<file path="src/rtl/ecc_mem_scrubber_pkg.sv">
// Shared widths, the SECDED data-bit position table, the encoder and the
// scrubber FSM state type.
package ecc_pkg;

  localparam int unsigned DATA_W = 32;
  localparam int unsigned CHK_W  = 7;
  localparam int unsigned CW_W   = DATA_W + CHK_W;
  localparam int unsigned HAM_W  = CHK_W - 1;

  typedef enum logic [2:0] {
    ST_IDLE,
    ST_WAIT,
    ST_READ,
    ST_WRITE,
    ST_ADVANCE
  } state_t;

  // Hamming position of data bit k: the non-powers-of-two from 3 to 38
  localparam logic [HAM_W-1:0] P_TAB [DATA_W] = '{
    6'd3,  6'd5,  6'd6,  6'd7,  6'd9,  6'd10, 6'd11, 6'd12,
    6'd13, 6'd14, 6'd15, 6'd17, 6'd18, 6'd19, 6'd20, 6'd21,
    6'd22, 6'd23, 6'd24, 6'd25, 6'd26, 6'd27, 6'd28, 6'd29,
    6'd30, 6'd31, 6'd33, 6'd34, 6'd35, 6'd36, 6'd37, 6'd38
  };

  function automatic logic [HAM_W-1:0] hamming_chk(input logic [DATA_W-1:0] d);
    logic [HAM_W-1:0] c;
    c = '0;
    for (int unsigned k = 0; k < DATA_W; k++) begin
      for (int unsigned i = 0; i < HAM_W; i++) begin
        if (P_TAB[k][i]) c[i] = c[i] ^ d[k];
      end
    end
    return c;
  endfunction

  function automatic logic [CW_W-1:0] secded_encode(input logic [DATA_W-1:0] d);
    logic [CW_W-2:0] w;
    w = {hamming_chk(d), d};
    return {^w, w};
  endfunction

endpackage

</file>
<file path="src/rtl/ecc_mem_scrubber_dec.sv">
// Combinational SECDED (39,32) decoder: returns the corrected codeword and
// flags correctable / uncorrectable errors.
module secded_39_32_dec
  import ecc_pkg::*;
(
  input  logic [CW_W-1:0] cw,
  output logic [CW_W-1:0] fixed,
  output logic            ce,
  output logic            ue
);

  logic [HAM_W-1:0] syn;
  logic             q;
  logic [CW_W-1:0]  flip;

  always_comb begin
    syn  = hamming_chk(cw[DATA_W-1:0]) ^ cw[CW_W-2:DATA_W];
    q    = ^cw;
    flip = '0;
    ce   = 1'b0;
    ue   = 1'b0;
    if (q) begin
      if (syn == '0) flip[CW_W-1] = 1'b1;
      for (int unsigned i = 0; i < HAM_W; i++) begin
        if (syn == HAM_W'(1 << i)) flip[DATA_W + i] = 1'b1;
      end
      for (int unsigned k = 0; k < DATA_W; k++) begin
        if (syn == P_TAB[k]) flip[k] = 1'b1;
      end
      // odd parity with a syndrome that maps nowhere (>38) is uncorrectable
      ce = |flip;
      ue = ~|flip;
    end else if (syn != '0) begin
      ue = 1'b1;
    end
    fixed = cw ^ flip;
  end

endmodule

</file>
<file path="src/rtl/ecc_mem_scrubber.sv">
// Background SECDED scrubber for the 39-bit data memory port.
// Optional SCRUB_UE_HALT_EN: halt in IDLE after an uncorrectable error until scrub_en toggles.
module ecc_mem_scrubber
  import ecc_pkg::*;
#(
  parameter int unsigned DEPTH          = 32,
  parameter int unsigned ADDR_W         = 5,
  parameter int unsigned SCRUB_INTERVAL = 1024
) (
  input  logic              clk,
  input  logic              rst,
  input  logic              scrub_en,
  input  logic              core_busy,
  output logic              scrub_sel,
  output logic [31:0]       scrub_A,
  output logic              scrub_WE,
  output logic [CW_W-1:0]   scrub_WD,
  input  logic [CW_W-1:0]   mem_RD,
  output logic [15:0]       ce_count,
  output logic [15:0]       ue_count,
  output logic              ue_flag,
  output logic [ADDR_W-1:0] ue_addr,
  output logic              pass_done
);

  localparam int unsigned CNT_W = (SCRUB_INTERVAL > 1) ? $clog2(SCRUB_INTERVAL) : 1;
  localparam logic [ADDR_W-1:0] LAST_ADDR = ADDR_W'(DEPTH - 1);
  localparam logic [CNT_W-1:0]  LAST_CNT  = CNT_W'(SCRUB_INTERVAL - 1);

  state_t            state;
  logic [ADDR_W-1:0] addr;
  logic [CNT_W-1:0]  wait_cnt;
  logic              sel_q;
  logic              we_q;
  logic [CW_W-1:0]   wd_q;
  logic              ce_logged;
  logic [CW_W-1:0]   dec_fixed;
  logic              dec_ce;
  logic              dec_ue;
`ifdef SCRUB_UE_HALT_EN
  logic              halted;
`endif

  secded_39_32_dec u_dec (
    .cw    (mem_RD),
    .fixed (dec_fixed),
    .ce    (dec_ce),
    .ue    (dec_ue)
  );

  // core always wins the port; reset kills an in-flight write in its own cycle
  assign scrub_sel = sel_q & ~core_busy & rst;
  assign scrub_WE  = we_q & ~core_busy & rst;
  assign scrub_WD  = wd_q;
  assign scrub_A   = {{(32 - ADDR_W){1'b0}}, addr};

  always_ff @(posedge clk) begin
    if (!rst) begin
      state     <= ST_IDLE;
      addr      <= '0;
      wait_cnt  <= '0;
      sel_q     <= 1'b0;
      we_q      <= 1'b0;
      wd_q      <= '0;
      ce_logged <= 1'b0;
      ce_count  <= '0;
      ue_count  <= '0;
      ue_flag   <= 1'b0;
      ue_addr   <= '0;
      pass_done <= 1'b0;
`ifdef SCRUB_UE_HALT_EN
      halted    <= 1'b0;
`endif
    end else begin
      pass_done <= 1'b0;
      case (state)
        ST_IDLE: begin
          sel_q     <= 1'b0;
          we_q      <= 1'b0;
          wait_cnt  <= '0;
          ce_logged <= 1'b0;
`ifdef SCRUB_UE_HALT_EN
          if (!scrub_en) halted <= 1'b0;
          else if (!halted) state <= ST_WAIT;
`else
          if (scrub_en) state <= ST_WAIT;
`endif
        end
        ST_WAIT: begin
          if (!scrub_en) begin
            wait_cnt <= '0;
            state    <= ST_IDLE;
          end else if (wait_cnt == LAST_CNT) begin
            wait_cnt <= '0;
            sel_q    <= 1'b1;
            state    <= ST_READ;
          end else begin
            wait_cnt <= wait_cnt + CNT_W'(1);
          end
        end
        ST_READ: begin
          if (!scrub_en) begin
            sel_q     <= 1'b0;
            ce_logged <= 1'b0;
            state     <= ST_IDLE;
          end else if (!core_busy) begin
            if (dec_ce) begin
              wd_q  <= dec_fixed;
              we_q  <= 1'b1;
              state <= ST_WRITE;
              // a re-read after a pre-empted write must not count the same error twice
              if (!ce_logged) begin
                ce_logged <= 1'b1;
                if (ce_count != '1) ce_count <= ce_count + 16'd1;
              end
            end else begin
              sel_q     <= 1'b0;
              ce_logged <= 1'b0;
              state     <= ST_ADVANCE;
              if (dec_ue) begin
                if (ue_count != '1) ue_count <= ue_count + 16'd1;
                ue_flag <= 1'b1;
                ue_addr <= addr;
`ifdef SCRUB_UE_HALT_EN
                halted  <= 1'b1;
`endif
              end
            end
          end
        end
        ST_WRITE: begin
          we_q <= 1'b0;
          if (core_busy) begin
            state <= ST_READ;
          end else begin
            sel_q     <= 1'b0;
            ce_logged <= 1'b0;
            state     <= ST_ADVANCE;
          end
        end
        ST_ADVANCE: begin
          if (addr == LAST_ADDR) begin
            addr      <= '0;
            pass_done <= 1'b1;
          end else begin
            addr <= addr + ADDR_W'(1);
          end
`ifdef SCRUB_UE_HALT_EN
          state <= halted ? ST_IDLE : ST_WAIT;
`else
          state <= ST_WAIT;
`endif
        end
        default: state <= ST_IDLE;
      endcase
    end
  end

endmodule
</file>
<file path="config.mk">
export PLATFORM = sky130hd
export DESIGN_NAME = ecc_mem_scrubber
export DESIGN_NICKNAME = d
export VERILOG_FILES = /design/src/rtl/ecc_mem_scrubber_pkg.sv /design/src/rtl/ecc_mem_scrubber_dec.sv /design/src/rtl/ecc_mem_scrubber.sv
export SDC_FILE = /design/constraint.sdc
export NUM_CORES = 1
export LEC_CHECK = 0
export CORE_MARGIN = 3
export CORE_UTILIZATION = 45
export CTS_CLUSTER_DIAMETER = 200
export DETAILED_ROUTE_END_ITERATION = 10
export PLACE_DENSITY_LB_ADDON = 0.15
export SYNTH_ARGS = -nofsm -noshare
export SYNTH_HDL_FRONTEND = slang
export SYNTH_SLANG_ARGS = --single-unit
</file>
<file path="constraint.sdc">
create_clock -name clk -period 3.7 [get_ports clk]
set_clock_uncertainty 0.05 [all_clocks]
set_input_delay 0.925 -clock clk [delete_from_list [all_inputs] [get_ports clk]]
set_output_delay 0.925 -clock clk [all_outputs]
set_load 0.05 [all_outputs]
</file>
After elaboration in Yosys (flattened, before gate mapping)
Cells that the tools add are included.
Cells by class
  $add $sub $neg: 4
  equality and inequality tests: 56
  mux-type cells: 110
  bitwise logic cells: 93
  reductions and logical operators: 20
Operator list (number)
  6-bit by 5-bit == test with 1-bit output (second input constant): 16
  1-bit two-way mux: 94
  1-bit XOR: 84
  6-bit by 4-bit == test with 1-bit output (second input constant): 8
  6-bit == test (second input constant): 7
  39-bit two-way mux: 1
  39-bit OR reduction: 1
  39-bit parity: 1
  39-bit XOR: 1
  16-bit by 1-bit adder with 16-bit output (second input constant): 2
  16-bit != test (second input constant): 2
  6-bit by 3-bit == test with 1-bit output (second input constant): 4
  3-bit two-way mux: 7
  10-bit two-way mux: 2
  10-bit case mux with 2 select lines: 1
  6-bit AND reduction: 3
  3-bit case mux with 5 select lines: 1
  2-bit != test (second input constant): 7
  6-bit by 2-bit == test with 1-bit output (second input constant): 2
  10-bit by 1-bit adder with 10-bit output (second input constant): 1
  10-bit == test (second input constant): 1
  3-bit != test (second input constant): 3
  4-bit AND reduction: 2
  3-bit by 2-bit == test with 1-bit output (second input constant): 2
  23 further kinds: 30
Word-level totals
  bits in registers: 99
  input bits: 43
  output and inout port bits: 112
  logic and storage cells: 295

Logic depth before layout (Yosys ltp)
  depth in word-level cells: 27
  depth in mapped cells: 11
  gate-level depth less buffers: 8

By module
A second synthesis with hierarchy kept.
Second synthesis, totals
  cell total of the unflattened synthesis: 730
  area total of the unflattened synthesis: 6204.7 µm²
By module, submodules not included
  ecc_mem_scrubber: times used 1, cells an instance 556, area each 4560.6 µm², sequential area each 1981.9 µm²
  secded_39_32_dec: times used 1, cells an instance 174, area each 1644.1 µm², sequential area each 0.0 µm²

Least setup slack after synthesis
OpenSTA, ideal clock, no wires.
  path type: input to register
  start: in mem_RD[29]
  end: reg ue_count[15]
  setup time: 70 ps
  arrival time: 3493 ps
  required time: 3580 ps
  path slack: 86 ps
  stages: 8
  buffers on the path: 1
  path through: xnor3_1 xnor3_2 xnor3_1 mux2i_4 o221ai_4 buf_6 or4_1 a21oi_1
Between the ends
  word-level cells in the longest chain between the ends: 11
  elaborated cells on any way between the ends: 133
  those cells by class: 38 x eq/ne; 81 x mux; 8 x bitwise; 6 x reduce/logical
RTL lines
  start, declared: RTL line ecc_mem_scrubber.sv:18  | input logic [CW_W-1:0] mem_RD,
  1-bit XOR (3 in a row): RTL line ecc_mem_scrubber_pkg.sv:31  | if (P_TAB[k][i]) c[i] = c[i] ^ d[k];
  6-bit XOR: RTL line ecc_mem_scrubber_dec.sv:17  | syn = hamming_chk(cw[DATA_W-1:0]) ^ cw[CW_W-2:DATA_W];
  6-bit == test (tied with other cells): RTL line ecc_mem_scrubber_dec.sv:28  | if (syn == P_TAB[k]) flip[k] = 1'b1;
  1-bit two-way mux, on equally long branches: RTL line ecc_mem_scrubber_dec.sv:28, ecc_mem_scrubber_dec.sv:23, ecc_mem_scrubber_dec.sv:25
  1-bit two-way mux: RTL line ecc_mem_scrubber_dec.sv:22  | if (q) begin
  39-bit OR reduction: RTL line ecc_mem_scrubber_dec.sv:31, ecc_mem_scrubber_dec.sv:32
  1-bit zero test or 1-bit two-way mux (tied branches): RTL line ecc_mem_scrubber_dec.sv:32, ecc_mem_scrubber_dec.sv:22
  1-bit two-way mux or 1-bit NOT (tied branches)
  6-bit AND reduction (no line) *
  end signal, assigned: RTL line ecc_mem_scrubber.sv:121  | if (ue_count != '1) ue_count <= ue_count + 16'd1;
  end, declared: RTL line ecc_mem_scrubber.sv:20  | output logic [15:0] ue_count,
Mark *: on every way between the ends. The rest lies on a longest branch, timed or not. The select of a mux whose other input is x is not followed.
A chain may end at the register's enable or synchronous reset.

Worst setup path after layout
  start: in mem_RD[2]
  end: reg ce_count[0]
Between the ends
  word-level cells in the longest chain between the ends: 24
  elaborated cells on any way between the ends: 156
  those cells by class: 38 x eq/ne; 79 x mux; 35 x bitwise; 4 x reduce/logical
RTL lines
  1-bit XOR (17 in a row): RTL line ecc_mem_scrubber_pkg.sv:31
  6-bit XOR: RTL line ecc_mem_scrubber_dec.sv:17
  6-bit == test (tied with other cells): RTL line ecc_mem_scrubber_dec.sv:28
  1-bit two-way mux, on equally long branches: RTL line ecc_mem_scrubber_dec.sv:28, ecc_mem_scrubber_dec.sv:23, ecc_mem_scrubber_dec.sv:25
  1-bit two-way mux: RTL line ecc_mem_scrubber_dec.sv:22
  39-bit OR reduction: RTL line ecc_mem_scrubber_dec.sv:31  | ce = |flip;
  1-bit two-way mux *: RTL line ecc_mem_scrubber_dec.sv:22
  6-bit AND reduction (no line) *
  end signal, assigned: RTL line ecc_mem_scrubber.sv:114  | if (ce_count != '1) ce_count <= ce_count + 16'd1;
  end, declared: RTL line ecc_mem_scrubber.sv:19  | output logic [15:0] ce_count,
Marked as above.

==> results.cfg <==
[grt]
grt_pass1_wl_um = 29700
grt_pass1_vias = 5886
grt_start_max_net_pins = 53
antenna_found_initial = 0
grt.total_usage = 0.251
grt-ovfl-total = 0

[logic_synthesis]
synth_top_cell_by_area = dfxtp_1
synth_warnings = 0
netlist.area_leader.share = 0.325
synthFlopType = dfxtp_1
synth_edf_count = 0
ys_ff_latch = 99
seq_area_frac_synth = 0.325
ys_types = 54
synth_area_leaders = dfxtp_1, xnor2_1, a21oi_1
async_flop_share = 0
avgSynthCellArea_um2 = 8.80
netlist_instances = 693
synth_area_um2 = 6100

[sta]
fin_crit_sh = 0.984
slew_headroom = 0.322
final_max_slew_viol_count = 0
worst_slew_pin_slew_ns = 1.02
period_minus_slack_ns = 3.64
finalHoldViolations = 0
setup_viol = 0
max_freq_mhz = 275

[cts]
cts_hold_buf = 0
htree_levels = 3
cts.sinks = 99
cts_tree = built
cts.clk_slew.worst_paths_ns = 0.07
clockBufferDepth = 2
root_buffer = clkbuf_16
clkLatencyLatePin_ns = 0.36
cts_buffers = 9

[layout]
nFillCells = 986
final_cell_count_no_fill = 1084
final_nets = 955
layout_commonest_cell = buf_4
layout-drive-gt1-share = 0.232
most-common-layout-cells = buf_4, dfxtp_1, clkdlybuf4s50_1
diodes = 0
syn_to_final_growth_pct = 49.0
final_util = 0.703

[run]
cap_violations = 0

[floorplanning]
fp-row-count = 41
die_w_um = 122
io_pins = 155
die_y_um = 122
core_area_um2 = 12900
die-area_um2 = 15000
start_util = 0.472

[power]
leakagePower_nw = 3.49
p_sw_frac = 0.389
seqPwrFrac = 0.209
p_switching_mw = 1.99
comb_power_share = 0.582
p_per_area_nw_per_um2 = 563
peakVddDrop_mv = 0.446
p_int_mw = 3.13
clkPwrFrac = 0.209

[drt]
dr.first_iter.drc_count = 426
drtAntennaViolNets = 0
drc = 0
wl_um = 19200
viasPerCell = 5.60
num_vias = 6070
wl_per_cell_um = 17.7
drt-pass1-iter-count = 5

[setup_path]
cp_max_fo = 15
setup.worst_path.start_class = input pin
crit_chain = dlygate4sd2_1 > xnor3_2 > buf_6 > xnor2_2 > xnor2_4 > xor2_4 > o31ai_4 > buf_4 > o22a_4 > buf_4 > bufbuf_16 > or3_1 > a21oi_1
worst_path_largest_cell_delay_ns = 0.48
r2r-start = ce_count[4]$_SDFFE_PN0P_
cp.required_ns = 3.94
critPathKind = in -> reg
cpMostUsedCell = buf_4
setup.worst_path.end_class = flip-flop
crit_arrival_ns = 3.88
cp-startpoint = mem_RD[2]
cp_slowest_cell = xnor3_2

[placement]
post-place-cells = 1045
numPortBuffers = 127
dp_hpwl_um = 13500
gp_congestion = 0.957

[worst_hold_path]
hp-start = ue_addr[4]$_SDFFE_PN0P_
hold_path_class = reg -> reg

[status]
status = complete, no violations
## cell usage after synthesis (9+ instances only)
| cell | instances |
|---|---|
| a211oi_1 | 39 |
| a21oi_1 | 88 |
| and3_1 | 17 |
| buf_4 | 27 |
| clkbuf_1 | 36 |
| dfxtp_1 | 99 |
| inv_1 | 9 |
| nand2_1 | 33 |
| nand3_1 | 27 |
| nand4_1 | 9 |
| nor2_1 | 37 |
| nor3_1 | 25 |
| nor4_1 | 11 |
| o21ai_0 | 13 |
| o31ai_1 | 27 |
| or4_1 | 29 |
| xnor2_1 | 74 |
| xnor3_1 | 16 |
| xor2_1 | 14 |
## flip-flops by register name, summed over array words and instances, names as in the netlist
signal,flops
sel_q,1
we_q,1
ue_addr,5
pass_done,1
ue_count,16
ce_count,16
addr,5
wait_cnt,10
scrub_WD,39
ce_logged,1
state,3
ue_flag,1
## power by group through the flow
stage / sequential, mW / combinational (mW) / clock [mW]
detailed placement: 1.09 / 2.31 / 0
finish: 1.07 / 2.98 / 1.07
CTS: 1.07 / 2.72 / 1.09
global placement: 1.09 / 2.28 / 0
floorplan: 1.09 / 1.32 / 0
global route: 1.07 / 3.12 / 1.12
## routing by layer
layer  vias to the layer above  part of all wire  GRT usage
met5                         -                 0          0
met3                        27             0.052     0.0544
met1                      2911              0.43      0.317
met2                       215              0.50      0.426
li1                       2917                 -          -
met4                         0             0.020     0.0826
## critical path, delay by kind of cell
kind | cells | cell delay (ns)
and+or+nand+nor | 1 | 0.37
buffers and inverters | 5 | 0.96
AOI/OAI and AO/OA | 3 | 0.49
xor gates and xnor gates | 4 | 1.13
## kinds of logic after synthesis
logic type	Yosys count	synth area share
buffers and inverters	82	0.0695
and+or+nand+nor	208	0.182
other	1	0.000615
AOI/OAI and AO/OA	182	0.191
adders and majority gates	5	0.0103
xor gates and xnor gates	112	0.214
muxes	4	0.00862
DFF	99	0.325
## final timing paths
| check | cells past startpoint | slack [ns] | endpoint |
|---|---|---|---|
| setup reg to reg | 7 | 0.84 | ce_count[9]$_SDFFE_PN0P_ |
| setup / recovery | 13 | 0.06 | ce_count[0]$_SDFFE_PN0P_ |
| hold / removal | 2 | 0.41 | ue_addr[4]$_SDFFE_PN0P_ |
| hold reg to reg | 2 | 0.41 | ue_addr[4]$_SDFFE_PN0P_ |
## stage by stage
step	setup TNS (ns)	setup slack (ns)	cell area, µm²	power [mW]	hold WS, ns
final	0	0.0574	9090	5.12	0.411
after global routing	-0.0470	-0.0247	9090	5.32	0.446
after CTS	-0.0624	-0.0484	8800	4.87	0.414
after detailed placement	-36.78	-0.540	8130	3.40	0.404
after global placement	-32.09	-0.457	8130	3.37	0.395
after floorplan	0	0.0865	6200	2.41	0.404
## what timing repair did
action	in CTS	in global routing
gates cloned	4	0
gates resized for setup	58	48
pin swaps	9	29
setup endpoints to repair	75	68
buffers inserted	5	14
## final cells by class
class	count	area [µm²]	share of cell area
Clock inverter	6	100	0.0110
Sequential cell	99	1980	0.218
Inverter	10	37.5	0.00413
Multi-Input combinational cell	538	4150	0.456
Clock buffer	10	239	0.0263
Tap cell	172	215	0.0237
Timing Repair Buffer	249	2370	0.261
Note: power is estimated with default switching activity, not from simulation.
